--- src/rtl/result_stream_out_pkg.sv ---
// Shared widths, FSM encoding and saturation limits for the result readback stream.
package result_stream_out_pkg;
   localparam int RESULT_W      = 32;
   localparam int ADDR_W        = 10;
   localparam int TENSOR_W      = 8;
   localparam int KERNEL_W      = 8;
   localparam int STRIDE_W      = 8;
   localparam int KERNEL_NUMS_W = 8;
   localparam int OUT_W_DEF     = 16;

   typedef enum logic [2:0] {S_IDLE, S_CALC, S_READ, S_DRAIN, S_FIN} state_t;

   function automatic logic signed [63:0] sat_max(input int w);
      return (64'sd1 <<< (w - 1)) - 64'sd1;
   endfunction

   function automatic logic signed [63:0] sat_min(input int w);
      return -(64'sd1 <<< (w - 1));
   endfunction
endpackage

--- src/rtl/result_stream_out_sync_fifo.sv ---
// Small synchronous FIFO with combinational head output; push on full is accepted only alongside a pop.
module sync_fifo #(
   parameter int WIDTH = 16,
   parameter int DEPTH = 4
) (
   input  logic                       clk,
   input  logic                       rstn,
   input  logic                       push,
   input  logic [WIDTH-1:0]           push_data,
   input  logic                       pop,
   output logic [WIDTH-1:0]           pop_data,
   output logic                       full,
   output logic                       empty,
   output logic [$clog2(DEPTH):0]     count
);
   localparam int AW = $clog2(DEPTH);

   logic [WIDTH-1:0] mem [DEPTH];
   logic [AW-1:0]    wr_ptr, rd_ptr;
   logic             do_push, do_pop;

   assign full     = (count == (AW+1)'(DEPTH));
   assign empty    = (count == '0);
   assign do_pop   = pop && !empty;
   assign do_push  = push && (!full || do_pop);
   assign pop_data = mem[rd_ptr];

   always_ff @(posedge clk or negedge rstn) begin
      if (!rstn) begin
         wr_ptr <= '0;
         rd_ptr <= '0;
         count  <= '0;
      end else begin
         if (do_push) wr_ptr <= wr_ptr + AW'(1);
         if (do_pop)  rd_ptr <= rd_ptr + AW'(1);
         case ({do_push, do_pop})
            2'b10:   count <= count + (AW+1)'(1);
            2'b01:   count <= count - (AW+1)'(1);
            default: count <= count;
         endcase
      end
   end

   always_ff @(posedge clk) begin
      if (do_push) mem[wr_ptr] <= push_data;
   end
endmodule

--- src/rtl/result_stream_out.sv ---
// Reads the result RAM after the convolution finishes, applies ReLU/saturation
// and streams the words out with a last marker and a completion pulse.
module result_stream_out
   import result_stream_out_pkg::*;
#(
   parameter int RESULT_SIZE = RESULT_W,
   parameter int OUT_WIDTH   = OUT_W_DEF,
   parameter int ADDR_SIZE   = ADDR_W,
   parameter int FIFO_DEPTH  = 4
) (
   input  logic                     clk,
   input  logic                     rstn,
   input  logic                     start,
   input  logic                     relu_en,
   input  logic [TENSOR_W-1:0]      tensor_size,
   input  logic [KERNEL_W-1:0]      kernel_size,
   input  logic [STRIDE_W-1:0]      stride,
   input  logic [KERNEL_NUMS_W-1:0] kernel_nums,
   output logic                     rd_en,
   output logic [ADDR_SIZE-1:0]     rd_addr,
   input  logic [RESULT_SIZE-1:0]   rd_data,
   output logic                     m_valid,
   input  logic                     m_ready,
   output logic [OUT_WIDTH-1:0]     m_data,
   output logic                     m_last,
   output logic                     busy,
   output logic                     done,
   output logic                     cfg_err
);
   localparam int CW = $clog2(FIFO_DEPTH) + 1;
   localparam int NW = ADDR_SIZE + 1;
   localparam int PW = 2 * (TENSOR_W + 1) + KERNEL_NUMS_W;

   function automatic logic signed [RESULT_SIZE-1:0] relu(input logic signed [RESULT_SIZE-1:0] v,
                                                          input logic en);
      return (en && v < 0) ? '0 : v;
   endfunction

   function automatic logic signed [OUT_WIDTH-1:0] saturate(input logic signed [RESULT_SIZE-1:0] v);
      logic signed [63:0] w;
      w = 64'(v);
      if (w > sat_max(OUT_WIDTH)) return OUT_WIDTH'(sat_max(OUT_WIDTH));
      if (w < sat_min(OUT_WIDTH)) return OUT_WIDTH'(sat_min(OUT_WIDTH));
      return OUT_WIDTH'(w);
   endfunction

   state_t                   state, state_nxt;
   logic [TENSOR_W-1:0]      tensor_q, rem_q, quot_q;
   logic [KERNEL_W-1:0]      kernel_q;
   logic [STRIDE_W-1:0]      stride_q;
   logic [KERNEL_NUMS_W-1:0] kn_q;
   logic                     relu_q;
   logic [NW-1:0]            n_words, addr_q, out_cnt;
   logic                     cfg_err_q, vld_p1;
   logic [TENSOR_W:0]        out_dim;
   logic [PW-1:0]            prod;
   logic                     take, cfg_bad, div_step, n_bad, issue, pop, last_hs;
   logic [CW:0]              occupancy;
   logic signed [OUT_WIDTH-1:0] data_p1;
   logic [OUT_WIDTH-1:0]     fifo_head;
   logic                     fifo_full, fifo_empty;
   logic [CW-1:0]            fifo_count;

   assign take      = (state == S_IDLE) && start;
   assign cfg_bad   = (stride_q == '0) || (kernel_q > tensor_q);
   assign div_step  = (rem_q >= stride_q);
   assign out_dim   = (TENSOR_W+1)'(quot_q) + (TENSOR_W+1)'(1);
   assign prod      = PW'(out_dim) * PW'(out_dim) * PW'(kn_q);
   assign n_bad     = (kn_q == '0) || (prod > (PW'(1) << ADDR_SIZE));
   // Occupancy counts the read still in the RAM pipeline so the FIFO can never overflow.
   assign occupancy = (CW+1)'(fifo_count) + (CW+1)'(vld_p1);
   assign issue     = (state == S_READ) && !fifo_full && (occupancy < (CW+1)'(FIFO_DEPTH));

   assign m_valid   = !fifo_empty;
   assign m_data    = fifo_empty ? '0 : fifo_head;
   assign m_last    = m_valid && (out_cnt == n_words - NW'(1));
   assign pop       = m_valid && m_ready;
   assign last_hs   = pop && m_last;
   assign rd_addr   = addr_q[ADDR_SIZE-1:0];
   assign cfg_err   = cfg_err_q;

   always_comb begin
      state_nxt = state;
      rd_en     = 1'b0;
      busy      = (state != S_IDLE);
      done      = 1'b0;
      case (state)
         S_IDLE:  if (start) state_nxt = S_CALC;
         S_CALC: begin
            if (cfg_bad)        state_nxt = S_FIN;
            else if (!div_step) state_nxt = n_bad ? S_FIN : S_READ;
         end
         S_READ: begin
            rd_en = issue;
            if (issue && (addr_q == n_words - NW'(1))) state_nxt = S_DRAIN;
         end
         // The final handshake leaves the FIFO empty with nothing in flight.
         S_DRAIN: if (last_hs) state_nxt = S_FIN;
         S_FIN: begin
            done      = 1'b1;
            state_nxt = S_IDLE;
         end
         default: state_nxt = S_IDLE;
      endcase
   end

   always_ff @(posedge clk or negedge rstn) begin
      if (!rstn) begin
         state     <= S_IDLE;
         n_words   <= '0;
         addr_q    <= '0;
         out_cnt   <= '0;
         cfg_err_q <= 1'b0;
         vld_p1    <= 1'b0;
      end else begin
         state  <= state_nxt;
         vld_p1 <= rd_en;
         if (take) begin
            cfg_err_q <= 1'b0;
            n_words   <= '0;
            addr_q    <= '0;
            out_cnt   <= '0;
         end
         if (state == S_CALC && (cfg_bad || (!div_step && n_bad))) begin
            cfg_err_q <= 1'b1;
            n_words   <= '0;
         end else if (state == S_CALC && !div_step) begin
            n_words <= NW'(prod);
         end
         if (rd_en) addr_q  <= addr_q + NW'(1);
         if (pop)   out_cnt <= out_cnt + NW'(1);
      end
   end

   // p0: configuration latch and repeated-subtraction divider
   always_ff @(posedge clk) begin
      if (take) begin
         tensor_q <= tensor_size;
         kernel_q <= kernel_size;
         stride_q <= stride;
         kn_q     <= kernel_nums;
         relu_q   <= relu_en;
         rem_q    <= tensor_size - TENSOR_W'(kernel_size);
         quot_q   <= '0;
      end else if (state == S_CALC && !cfg_bad && div_step) begin
         rem_q  <= rem_q - TENSOR_W'(stride_q);
         quot_q <= quot_q + TENSOR_W'(1);
      end
   end

   // p1: RAM word returns, is transformed and enters the FIFO
   assign data_p1 = saturate(relu($signed(rd_data), relu_q));

   sync_fifo #(.WIDTH(OUT_WIDTH), .DEPTH(FIFO_DEPTH)) u_fifo (
      .clk       (clk),
      .rstn      (rstn),
      .push      (vld_p1),
      .push_data (data_p1),
      .pop       (pop),
      .pop_data  (fifo_head),
      .full      (fifo_full),
      .empty     (fifo_empty),
      .count     (fifo_count)
   );
endmodule

--- config.mk ---
export PLATFORM = sky130hd
export DESIGN_NAME = result_stream_out
export DESIGN_NICKNAME = d
export VERILOG_FILES = /design/src/rtl/result_stream_out_pkg.sv /design/src/rtl/result_stream_out_sync_fifo.sv /design/src/rtl/result_stream_out.sv
export SDC_FILE = /design/constraint.sdc
export NUM_CORES = 1
export LEC_CHECK = 0
export BUFFER_PORTS_ARGS = -buffer_cell sky130_fd_sc_hd__buf_2
export CAP_MARGIN = 20
export CORE_ASPECT_RATIO = 2
export CORE_MARGIN = 1.5
export CORE_UTILIZATION = 45
export CTS_CLUSTER_DIAMETER = 100
export DETAILED_ROUTE_END_ITERATION = 10
export MAX_ROUTING_LAYER = met4
export SLEW_MARGIN = 20
export SYNTH_ARGS = -nofsm -noshare
export SYNTH_HDL_FRONTEND = slang
export SYNTH_SLANG_ARGS = --single-unit
--- constraint.sdc ---
create_clock -name clk -period 13 [get_ports clk]
set_clock_uncertainty 0.1 [all_clocks]
set_input_delay 1.3 -clock clk [delete_from_list [all_inputs] [get_ports clk]]
set_output_delay 1.3 -clock clk [all_outputs]
set_load 0.02 [all_outputs]
# Yosys cells after proc, flatten, opt, wreduce, memory -nomap -nowiden
# Memories as Yosys holds them, arrays and structs flattened.
# Cells that the tools add are included.
dict set report totals {
  register_bits 94
  mem_bits_rw 64
  input_bits 69
  output_inout_bits 32
  elab_cells 116
  mem_count 1
}
# name depth word_bits read_ports rd_ports_with_merged_regs write_ports line_no
set memory_table {}
lappend memory_table {u_fifo.mem 4 16 1 0 1 result_stream_out_sync_fifo.sv:18} ;# logic [WIDTH-1:0] mem [DEPTH];
dict set report classes {
  add_sub_neg 12
  mul 2
  magnitude_cmp 7
  eq_ne 13
  muxes 30
  reduce_logical 35
}
# cell count
set ops {}
lappend ops {{$mux W16} 5}
lappend ops {{$mux W11} 5}
lappend ops {{$gt A32 B16 Y1 const B} 1}
lappend ops {{$lt A32 B1 Y1 const B} 1}
lappend ops {{$lt A32 B16 Y1 const B} 1}
lappend ops {{$mux W32} 1}
lappend ops {{$gt A26 B11 Y1 const B} 1}
lappend ops {{$mul A18 B8 Y26} 1}
lappend ops {{$add A11 B1 Y11 const B} 2}
lappend ops {{$eq A11 B11 Y1} 2}
lappend ops {{$mul A9 B9 Y18} 1}
lappend ops {{$mux W3} 6}
lappend ops {{$logic_not A8 Y1} 2}
lappend ops {{$mux W8} 2}
lappend ops {{$sub A8 B8 Y8} 2}
lappend ops {{$logic_and A1 B1 Y1} 15}
lappend ops {{$pmux W3 S4} 1}
lappend ops {{$sub A11 B1 Y11 const B} 1}
lappend ops {{$reduce_bool A2 Y1} 5}
lappend ops {{$add A8 B1 Y9 const B} 1}
lappend ops {{$mux W1} 9}
lappend ops {{$add A8 B1 Y8 const B} 1}
lappend ops {{$ge A8 B8 Y1} 1}
lappend ops {{$gt A8 B8 Y1} 1}
lappend ops {{19 further kinds} 31}

# Depth between registers and ports, before layout
dict set report logic_depth {
  depth_word 9
  mapped_depth 43
  mapped_depth_nobuf 41
}

# By module
# Synthesis repeated with hierarchy kept, for this count alone.
dict set report hier_totals {
  cells_unflattened 1440
  hier_area_um2 14592.7
}
# mod instances cells_per_inst area_each_um2 seq_area_each_um2
set modules_own_cells {}
lappend modules_own_cells {result_stream_out 1 1318 11851.4 2342.2}
lappend modules_own_cells {sync_fifo 1 122 2741.4 2097.0}

# Worst setup path after synthesis
# OpenSTA, ideal clock, no wires.
dict set report synth_timing {
  kind {register to register}
  start {register quot_q[0]}
  end {register n_words[1]}
  setup_time_ps 73
  arrival_ps 9798
  required_ps 12827
  path_slack_ps 3029
  path_stages_with_launch 43
  n_path_buf 2
  synth_period_minus_slack_ps 9971
  path_cell_list {dfxtp_1 -> ha_1 -> nand3_1 -> nor2_1 -> xnor2_1 -> clkinv_1 -> nand2_1 -> xnor2_1 -> ha_1 -> inv_1 -> fa_1 -> inv_1 -> fa_1 -> inv_1 -> fa_1 -> inv_1 -> ha_1 -> o21a_1 -> [7 not listed] -> fa_1 -> fa_1 -> fa_1 -> inv_1 -> fa_1 -> inv_1 -> ha_1 -> clkbuf_1 -> and2_1 -> a221oi_1 -> nor2_1 -> or4_1 -> nor4_1 -> nand4_1 -> nor4_2 -> a31oi_1 -> buf_6 -> a21oi_2}
}
dict set report synth_between {
  elab_chain_len 9
  word_cells_on_any_way 11
  cone_classes {add/sub: 1; mul: 2; order compare: 1; mux: 2; reduce/logical: 5}
}
# element line_no
set synth_lines {}
lappend synth_lines {{start, declared} result_stream_out.sv:48} ;# logic [TENSOR_W-1:0] tensor_q, rem_q, quot_q;
lappend synth_lines {{start signal, assigned} result_stream_out.sv:147} ;# quot_q <= quot_q + TENSOR_W'(1);
lappend synth_lines {{$add A8 B1 Y9 (*)} result_stream_out.sv:67} ;# assign out_dim = (TENSOR_W+1)'(quot_q) + (TENSOR_W+1)'(1);
lappend synth_lines {{named net out_dim[6]} result_stream_out.sv:55} ;# logic [TENSOR_W:0] out_dim;
lappend synth_lines {{$mul A9 B9 Y18 (*)} result_stream_out.sv:68} ;# assign prod = PW'(out_dim) * PW'(out_dim) * PW'(kn_q);
lappend synth_lines {{$mul A18 B8 Y26 (*)} result_stream_out.sv:68}
lappend synth_lines {{$gt A26 B11 Y1 (*)} result_stream_out.sv:69} ;# assign n_bad = (kn_q == '0) || (prod > (PW'(1) << ADDR_SIZE));
lappend synth_lines {{$logic_or A1 B1 Y1 (*)} result_stream_out.sv:69}
lappend synth_lines {{$logic_and A1 B1 Y1 (*)} result_stream_out.sv:124} ;# if (state == S_CALC && (cfg_bad || (!div_step && n_bad))) begin
lappend synth_lines {{$logic_or A1 B1 Y1 (*)} result_stream_out.sv:124}
lappend synth_lines {{$logic_and A1 B1 Y1 (*)} result_stream_out.sv:124}
lappend synth_lines {{$reduce_bool A3 Y1 (no source line) or $mux W11 (tied branches)} --}
lappend synth_lines {{end signal, assigned} result_stream_out.sv:128} ;# n_words <= NW'(prod);
lappend synth_lines {{end, declared} result_stream_out.sv:53} ;# logic [NW-1:0] n_words, addr_q, out_cnt;
# The timed path passes the listed nets; every way through them passes the cells marked *.
# A chain may end at the register's enable or synchronous reset.

# Final worst setup path
dict set report layout_timing {
  start {register quot_q[0]}
  end {register state[2]}
}
dict set report layout_between {
  elab_chain_len 9
}
# element line_no
set layout_lines {}
lappend layout_lines {{$add A8 B1 Y9} result_stream_out.sv:67}
lappend layout_lines {{named net out_dim[6]} result_stream_out.sv:55}
lappend layout_lines {{$mul A9 B9 Y18} result_stream_out.sv:68}
lappend layout_lines {{$mul A18 B8 Y26} result_stream_out.sv:68}
lappend layout_lines {{$gt A26 B11 Y1} result_stream_out.sv:69}
lappend layout_lines {{$logic_or A1 B1 Y1} result_stream_out.sv:69}
lappend layout_lines {{$mux W3 (2 in series)} result_stream_out.sv:91} ;# else if (!div_step) state_nxt = n_bad ? S_FIN : S_READ;
lappend layout_lines {{$mux W3} result_stream_out.sv:90} ;# if (cfg_bad) state_nxt = S_FIN;
lappend layout_lines {{$pmux W3 S4} result_stream_out.sv:87} ;# case (state)
lappend layout_lines {{end signal, assigned} result_stream_out.sv:116} ;# state <= state_nxt;
lappend layout_lines {{end, declared} result_stream_out.sv:47} ;# state_t state, state_nxt;
# The timed path passes the listed nets, and every way through them passes these cells. The select of a mux whose other input is x is not followed.

==> flow_summary.ini <==
[place]
place_inst = 1929
gp_congestion = 0.912
hpwlAfterDp_um = 29100
dpl-instance-area_mm2 = 0.0152
io_buffers = 100

[clocking]
clock_latency_ps = 440
htree_levels = 4
path_clk_slew_ps = 80
cts_resized = 0
post_cts_buffers = 0
root_buffer = clkbuf_16
numCtsBuffers = 17
clkSinkCount = 158
postCtsHoldBufs = 0
cts_tree = done
clockBufferDepth = 2

[critical_path]
startpoint_type = register
path_delay_family = adder cells
reg2reg_slack_ps = 1390
crit_path_end = state[2]$_DFFE_PN0P_
critPathKind = register to register
crit_fanout = 15
r2r_cells = 39
crit_buf_inv = 8
crit_required_ps = 13210
r2r_start = quot_q[0]$_SDFFE_PP0P_
r2r-end = state[2]$_DFFE_PN0P_
cp_slowest_cell = dfxtp_1
cp.arrival_ps = 11820
endpoint_kind = register
cp.depth = 39
max_stage_delay_ps = 720
critPathLaunch = quot_q[0]$_SDFFE_PP0P_

[synth]
ys_seq_elements = 158
synth_flop_cell = edfxtp_1
syn_avg_cell_area_um2 = 9.90
yosys_warnings = 0
yosys-top-cells-area = edfxtp_1 22%, fa_1 18%, ha_1 9.8%
ys_seq_area_share_pct = 31.1
netlist_area_mm2 = 0.0143
ys_types = 60
netlist_instances = 1442
ys_async_sr_fraction_pct = 28.5
synth_edf_count = 105
synth_top_area_cell = edfxtp_1
yosysTopAreaCellShare_pct = 22.1

[power]
peakVddDrop_v = 0.0000942
p_sw_uw = 1030
clkPwrFrac_pct = 22.2
power.density_mw_per_mm2 = 156
sw_frac_of_total_pct = 41.9
comb_power_share_pct = 48.3
p_leak_uw = 0.00721
p_seq_share_pct = 29.5
totalPowerFinal_uw = 2470
p_int_uw = 1440

[cells_and_area]
fin_area_mm2 = 0.0158
layout.area.seq_mm2 = 0.00444
multi_input_area_mm2 = 0.00884
nNetsFinal = 1832
area_delta_synth_final_pct = 10.8
stdcell_count = 1963
drive_above_1_share_pct = 11.1
n_fill_cell = 2974

[floorplanning]
start_util_pct = 45.4
die_area_mm2 = 0.0329
coreArea_mm2 = 0.0314
die_h_um = 255
boundaryPins = 101
rows = 92
chipWidth_um = 129

[sta]
finalSetupViolCount = 0
finalMaxSlewViolations = 0
finalHoldViolations = 0
whs_ps = 395
max_freq_ghz = 0.0862
worstMarginPinSlew_ps = 1030
fin_crit_ps = 11610
rsz0062_at_grt = no
fin_crit_sh_pct = 89.3
max_slew_margin_pct = 31.1
setup_tns_ps = 0

[status]
status = finished, final reports clean

[global_route]
grt_max_degree = 46
overflow = 0
grt_pass1_vias = 11400
grt_usage_pct = 23.4
grt_pass1_wl_um = 56600
grt_antenna_before_repair = 1

[detailed_routing]
drcViolationCount = 0
drt-total-wl_um = 35300
vias = 10400
drt-pass1-iter-count = 5
wire_per_inst_um = 18.0
drt_iter0_markers = 382
viasPerCell = 5.31
ant_nets = 0

[min_path]
hp-start = out_cnt[9]$_DFFE_PN0P_
min_path_type = register to register

[run]
cap_viol_max_count = 0
power by group through the flow:
stage / logic [uW] / clock network (uW) / registers, uW
floorplan: 947 / 0 / 670
global placement: 1180 / 0 / 736
detailed placement: 1200 / 0 / 738
CTS: 1200 / 563 / 728
global route: 1350 / 582 / 737
finish: 1190 / 549 / 728
worst min path at each step:
| stage | end | depth (start not counted) |
|---|---|---|
| 2_1_floorplan | out_cnt[9]$_DFFE_PN0P_ | 1 |
| 3_3_place_gp | out_cnt[9]$_DFFE_PN0P_ | 1 |
| 3_5_place_dp | out_cnt[9]$_DFFE_PN0P_ | 1 |
| 4_1_cts | out_cnt[9]$_DFFE_PN0P_ | 1 |
| 5_1_grt | out_cnt[9]$_DFFE_PN0P_ | 1 |
| 6_report | out_cnt[9]$_DFFE_PN0P_ | 1 |
flip-flops by register name, summed over array words and instances (netlist names):
register / cells
u_fifo.mem: 64
addr_q: 11
n_words: 11
out_cnt: 11
kernel_q: 8
kn_q: 8
quot_q: 8
rem_q: 8
stride_q: 8
tensor_q: 8
state: 3
u_fifo.count: 3
u_fifo.rd_ptr: 2
u_fifo.wr_ptr: 2
cfg_err: 1
relu_q: 1
vld_p1: 1
through the flow:
stage               worst slack (ps)  util (%)
floorplan                       3030         -
global placement                1590      48.3
detailed placement              1280      48.3
CTS                             1230      50.3
global route                     560      50.3
finish                          1390      50.3
logic make-up after synthesis:
logic type	Yosys count	share of synthesized area, %
AOI/OAI and AO/OA	206	9.32
other	2	0.0526
muxes	26	3.24
xor gates and xnor gates	85	5.21
DFF	158	31.1
buffers and inverters	262	7.20
and+or+nand+nor	465	16.4
adders and majority gates	238	27.5
synth_stat cells, drive strengths merged (2+ instances only):
library cell	instances
dfxtp	8
nand2	112
edfxtp	105
or4	3
mux4	16
o22ai	3
o21bai	5
inv	212
o41a	3
a21boi	5
and3	8
o21ai	50
and2	115
nand2b	8
xnor2	56
conb	2
fa	126
o21a	7
nor4	16
o31ai	7
xor2	29
o41ai	4
a211oi	10
nor3b	2
mux2i	8
ha	112
dfrtp	45
clkbuf	37
or3	8
a21o	29
a21oi	51
nor3	19
nor2	94
buf	12
a31oi	12
nand3	40
mux2	2
nand4	17
nor2b	19
o211ai	7
or2	2
o311ai	5
cells in the final DEF (no fill, tap or decap), types with 15 or more instances in the layout:
cell type	Yosys	layout
nand2_1	112	112
inv_1	211	210
o21ai_0	50	50
fa_1	126	126
nor2_1	94	94
xnor2_1	56	56
a21oi_1	50	50
mux4_2	16	16
ha_1	112	112
clkbuf_16	0	17
nor4_1	15	15
nor3_1	19	19
a21o_1	29	29
dfrtp_1	45	45
nand3_1	40	40
buf_2	0	99
xor2_1	29	29
nor2b_1	19	19
nand4_1	17	17
edfxtp_1	105	105
and2_1	115	115
worst reg2reg max path, delay by kind of cell, from the launching register on:
family                     cells  cell delay [ps]
and+or+nand+nor                9             2180
AOI/OAI and AO/OA              8             1840
DFF                            1              720
buffers and inverters          8              750
adders and majority gates     11             4890
xor gates and xnor gates       3              990
final cells by class:
| type | count | area share, % |
|---|---|---|
| well taps | 423 | 3.35 |
| clock inverters | 15 | 1.30 |
| inverters | 213 | 5.05 |
| flip-flops and latches | 158 | 28.1 |
| diodes | 2 | 0.0316 |
| multi-input cells | 1025 | 55.9 |
| clock buffers | 17 | 2.69 |
| repair buffers | 110 | 3.65 |
per-layer routing:
metal | part of all wire [%] | GRT usage [%] | routed length [um] | vias to the layer above
met5 | 0 | - | 0 | -
met4 | 5.1 | 12.5 | 1800 | 0
met3 | 2.1 | 2.76 | 739 | 86
met2 | 61 | 48.2 | 21500 | 206
met1 | 32 | 19.3 | 11200 | 5158
li1 | - | - | - | 4983
Power figures use the tool's default switching activity.
